==> src/rtl/alu_arbiter.sv <==
// Two-requester round-robin arbiter in front of one shared combinational ALU.
// Each requester owns a registered response slot with its own valid/ready handshake.
module alu_arbiter (
   input  logic        clk,
   input  logic        rst_n,
   input  logic        r0_valid,
   output logic        r0_ready,
   input  logic [15:0] r0_A,
   input  logic [15:0] r0_B,
   input  logic [4:0]  r0_Op,
   input  logic        r0_sign,
   input  logic        r1_valid,
   output logic        r1_ready,
   input  logic [15:0] r1_A,
   input  logic [15:0] r1_B,
   input  logic [4:0]  r1_Op,
   input  logic        r1_sign,
   output logic [15:0] alu_A,
   output logic [15:0] alu_B,
   output logic [4:0]  alu_Op,
   output logic        alu_sign,
   input  logic [15:0] alu_Out,
   input  logic        alu_OFL,
   input  logic        alu_Zero,
   output logic        s0_valid,
   input  logic        s0_ready,
   output logic [15:0] s0_data,
   output logic        s0_ofl,
   output logic        s0_zero,
   output logic        s1_valid,
   input  logic        s1_ready,
   output logic [15:0] s1_data,
   output logic        s1_ofl,
   output logic        s1_zero,
   output logic        last_grant
);

   localparam logic [4:0] OP_NOP = 5'd28;

   logic [1:0]  req_valid;
   logic [1:0]  req_sign;
   logic [15:0] req_a  [2];
   logic [15:0] req_b  [2];
   logic [4:0]  req_op [2];
   logic [1:0]  rsp_ready;
   logic [1:0]  rsp_valid;
   logic [1:0]  rsp_ofl;
   logic [1:0]  rsp_zero;
   logic [15:0] rsp_data [2];
   logic [1:0]  elig;
   logic [1:0]  gnt;
   logic        last_grant_q, last_grant_d;

   assign req_valid = {r1_valid, r0_valid};
   assign req_sign  = {r1_sign, r0_sign};
   assign rsp_ready = {s1_ready, s0_ready};
   assign req_a[0]  = r0_A;
   assign req_a[1]  = r1_A;
   assign req_b[0]  = r0_B;
   assign req_b[1]  = r1_B;
   assign req_op[0] = r0_Op;
   assign req_op[1] = r1_Op;

   // A requester whose response slot is draining this cycle may issue again.
   always_comb begin
      elig = req_valid & (~rsp_valid | rsp_ready);
      gnt  = 2'b00;
      if (rst_n) begin
         gnt[0] = elig[0] & (~elig[1] | last_grant_q);
         gnt[1] = elig[1] & (~elig[0] | ~last_grant_q);
      end
   end

   always_comb begin
      alu_A    = '0;
      alu_B    = '0;
      alu_Op   = OP_NOP;
      alu_sign = 1'b0;
      for (int i = 0; i < 2; i++) begin
         if (gnt[i]) begin
            alu_A    = req_a[i];
            alu_B    = req_b[i];
            alu_Op   = req_op[i];
            alu_sign = req_sign[i];
         end
      end
   end

   for (genvar gi = 0; gi < 2; gi++) begin : g_rsp
      logic        valid_q, valid_d;
      logic        ofl_q, ofl_d;
      logic        zero_q, zero_d;
      logic [15:0] data_q, data_d;

      // A new accept wins over a drain, so back-to-back results leave no bubble.
      always_comb begin
         valid_d = gnt[gi] | (valid_q & ~rsp_ready[gi]);
         data_d  = gnt[gi] ? alu_Out  : data_q;
         ofl_d   = gnt[gi] ? alu_OFL  : ofl_q;
         zero_d  = gnt[gi] ? alu_Zero : zero_q;
      end

      always_ff @(posedge clk or negedge rst_n) begin
         if (!rst_n) begin
            valid_q <= 1'b0;
            data_q  <= '0;
            ofl_q   <= 1'b0;
            zero_q  <= 1'b0;
         end else begin
            valid_q <= valid_d;
            data_q  <= data_d;
            ofl_q   <= ofl_d;
            zero_q  <= zero_d;
         end
      end

      assign rsp_valid[gi] = valid_q;
      assign rsp_data[gi]  = data_q;
      assign rsp_ofl[gi]   = ofl_q;
      assign rsp_zero[gi]  = zero_q;
   end

   always_comb begin
      last_grant_d = last_grant_q;
      if (gnt[1]) begin
         last_grant_d = 1'b1;
      end else if (gnt[0]) begin
         last_grant_d = 1'b0;
      end
   end

   // Resetting to 1 makes requester 0 win the first contended cycle.
   always_ff @(posedge clk or negedge rst_n) begin
      if (!rst_n) begin
         last_grant_q <= 1'b1;
      end else begin
         last_grant_q <= last_grant_d;
      end
   end

   assign r0_ready   = gnt[0];
   assign r1_ready   = gnt[1];
   assign s0_valid   = rsp_valid[0];
   assign s0_data    = rsp_data[0];
   assign s0_ofl     = rsp_ofl[0];
   assign s0_zero    = rsp_zero[0];
   assign s1_valid   = rsp_valid[1];
   assign s1_data    = rsp_data[1];
   assign s1_ofl     = rsp_ofl[1];
   assign s1_zero    = rsp_zero[1];
   assign last_grant = last_grant_q;

endmodule

==> config.mk <==
export PLATFORM = sky130hd
export DESIGN_NAME = alu_arbiter
export DESIGN_NICKNAME = d
export VERILOG_FILES = /design/src/rtl/alu_arbiter.sv
export SDC_FILE = /design/constraint.sdc
export NUM_CORES = 1
export LEC_CHECK = 0
export CORE_MARGIN = 4
export CORE_UTILIZATION = 33
export DETAILED_ROUTE_END_ITERATION = 10
export MAX_ROUTING_LAYER = met4
export PLACE_DENSITY = 0.77
export SLEW_MARGIN = 5
export SYNTH_ARGS = -nofsm -noshare
export SYNTH_HDL_FRONTEND = slang
export SYNTH_SLANG_ARGS = --single-unit
==> constraint.sdc <==
create_clock -name clk -period 2.1 [get_ports clk]
set_input_delay 0.315 -clock clk [delete_from_list [all_inputs] [get_ports clk]]
set_output_delay 0.315 -clock clk [all_outputs]
set_load 0.01 [all_outputs]
==> metrics.yaml, run 1 <==
dr_total_vias: 2538
hold_class: "in -> async"
ys_warn_count: 0
whs_ps: 103
grt_max_degree: 31
grt_pass1_vias: 2600
postSynth.asyncResetShare: 1.00
cap_violations: 0
ys_top_cells_by_count: "74 x nand2_1, 38 x dfrtp_1, 30 x mux2_2"
period_needed_ps: 2190
detail-route-antenna-nets: 0
synthTopCellsByArea: "dfrtp_1 42%, mux2_2 15%, nand2_1 12%, o22ai_2 11%, o22ai_1 4.1%"
gp_congestion: 0.816
synth_edf_count: 0
grt_pass1_wl_mm: 14.0
hold_viol: 0
grt.overflow.total: 0
slowest_delay_ps: 580
ir_worst_vdd_uv: 709
finalWirelength_mm: 9.30
fmax_ghz: 0.457
start_util: 0.349
synth_area_um2: 2270
ctsRootBufferMaster: "clkbuf_8"
coreArea_um2: 6490
yosys.area.top_type_share: 0.420
rsz0062_at_grt: "true"
powerDensity_nw_per_um2: 732
finalSetupViolCount: 30
cp.arrival_ps: 1870
yosysTopAreaCell: "dfrtp_1"
violations: "setup timing"
htree_levels: 2
port-buffer-count: 178
min_period_over_period: 1.04
cts.sink_count: 39
clkTransAtPathRegs_ps: 70
slew_viol_final: 0
clk_path_buf_depth: 2
synthesis.nets: 324
drtIter0Drc: 67
placementRows: 29
leakage_nw: 1.98
drc_errors: 0
p_total_w: 0.00331
ys_types: 23
critPathLaunchType: "flip-flop"
wire_per_inst_um: 18.4
cts_inserted_buffers: 5
syn_area_per_cell_um2: 10.1
syn2layout_area_growth_pct: 99.5
slew_headroom: 0.796
fin_ws_ps: -88.0
drive_gt1_frac: 0.365
die_x_um: 90.9
yosysSeqAreaShare: 0.431
netlist_instances: 224
end_kind: "primary output"
grt_usage: 0.220
antenna_found_initial: 0
crit_chain: "nor2b_4 -> a211o_4 -> buf_12 -> clkbuf_16 -> o22ai_2 -> buf_2"
worst_slew_pin_slew_ps: 305
dr.pass1.iters: 4
critPathSlowestCell: "dfstp_2"
skew_ps: 4.27
via_per_inst: 5.04
clock_latency_ps: 280
synth_most_common_cell: "nand2_1"
path_max_fanout: 5
required_ps: 1780
fp.dieArea_um2: 8260
synth_flop_cell: "dfrtp_1"
worstSetupPathType: "reg -> out"
outcome: "complete, but fails checks"
nets: 526
antenna_cells: 0
num_io_pins: 179
hpwl_mm: 6.72
ys_ff_latch: 39
cts_tree: "done"
die_y_um: 90.9
[final cells by class]
type,instances,area (um^2)
inverter,3,11.3
sequential,39,977
fill,497,1970
clock inverter,3,43.8
tap,77,96.3
timing repair buffer,215,2040
clock buffer,5,68.8
multi-input combinational,162,1280
[placed cells by master, fill, tap and decap left out, types with 2 or more instances in the layout]
master,netlist,final
buf_12,0,4
buf_16,0,3
buf_2,4,36
buf_4,5,22
buf_6,2,8
clkbuf_16,0,2
clkbuf_2,0,2
clkbuf_8,0,5
clkdlybuf4s50_1,0,136
dfrtp_1,38,38
inv_1,3,3
mux2_1,6,6
mux2_2,30,30
nand2_1,74,73
nand2b_1,3,3
nor2b_4,0,2
o211ai_1,2,2
o21ai_0,2,2
o22ai_1,15,2
o22ai_2,20,32
o32a_1,3,3
[through the flow]
step           setup TNS [ps]  setup slack, ps  area [um^2]  std cells   util
2_1_floorplan               0              352         2270        224      -
3_3_place_gp           -13660             -391         4220        480  0.650
3_5_place_dp           -14340             -405         4220        480  0.650
4_1_cts                 -2310            -92.6         4330        498  0.667
5_1_grt                 -4750             -159         4520        504  0.696
6_report                -1550            -88.0         4520        504  0.696
[logic make-up after synthesis]
family,synth area share
buffers and inverters,0.0552
flip-flops,0.431
multiplexers,0.179
AND/OR/NAND/NOR,0.149
AO/OA/AOI/OAI,0.186
[path summary, 6_finish.rpt]
| kind | from | to | slack (ps) | cells after the start |
|---|---|---|---|---|
| setup reg to reg | last_grant | s1_data[14] | 80 | 7 |
| min in group clk | s0_data[5] | s0_data[5] | 500 | 1 |
| hold / removal | rst_n | last_grant | 100 | 1 |
| max in group asynchronous | rst_n | s0_valid | 1250 | 2 |
| setup / recovery | last_grant | alu_B[8] | -90 | 6 |
| hold reg to reg | s0_data[5] | s0_data[5] | 500 | 1 |
[flip-flops by register name, indices dropped and copies added, names as in the netlist]
signal,count
s0_ofl,1
s0_zero,1
s1_ofl,1
s1_zero,1
s0_valid,1
last_grant,1
s0_data,16
s1_valid,1
s1_data,16
[worst max-delay path, delay by kind of cell, from the launching register on]
family,cells,cell delay [ps]
flops,1,580
buf+inv,3,470
simple gates,1,50
compound gates,2,500
[power breakdown]
part,leakage (nW),internal [W],switching (W)
clock network,0.0581,0.000353,0.000259
logic,1.46,0.000990,0.000639
registers,0.458,0.000961,0.000106
[metal layers]
metal / vias up / track usage / part of all wire
met5: - / - / 0
met4: 0 / 0.0653 / 0.017
met3: 12 / 0.0608 / 0.078
met2: 118 / 0.401 / 0.54
met1: 1220 / 0.231 / 0.37
li1: 1188 / - / -
[timing repair]
| item | 4_1_cts | 5_1_grt |
|---|---|---|
| resized for setup | 166 | 30 |
| endpoints found under the setup margin | 40 | 39 |
| pin swaps | 2 | 11 |
| gates cloned | 4 | 2 |
| buffers inserted | 6 | 4 |
| endpoints found under the hold margin | 5 | 5 |
Note: power is estimated with default switching activity, not from simulation.
==> run 2, diff against run 1 <==
SLEW_MARGIN = 30   (was 5)
==> results of run 2 <==
Final layout, timing and power as in run 1 (identical DEF).
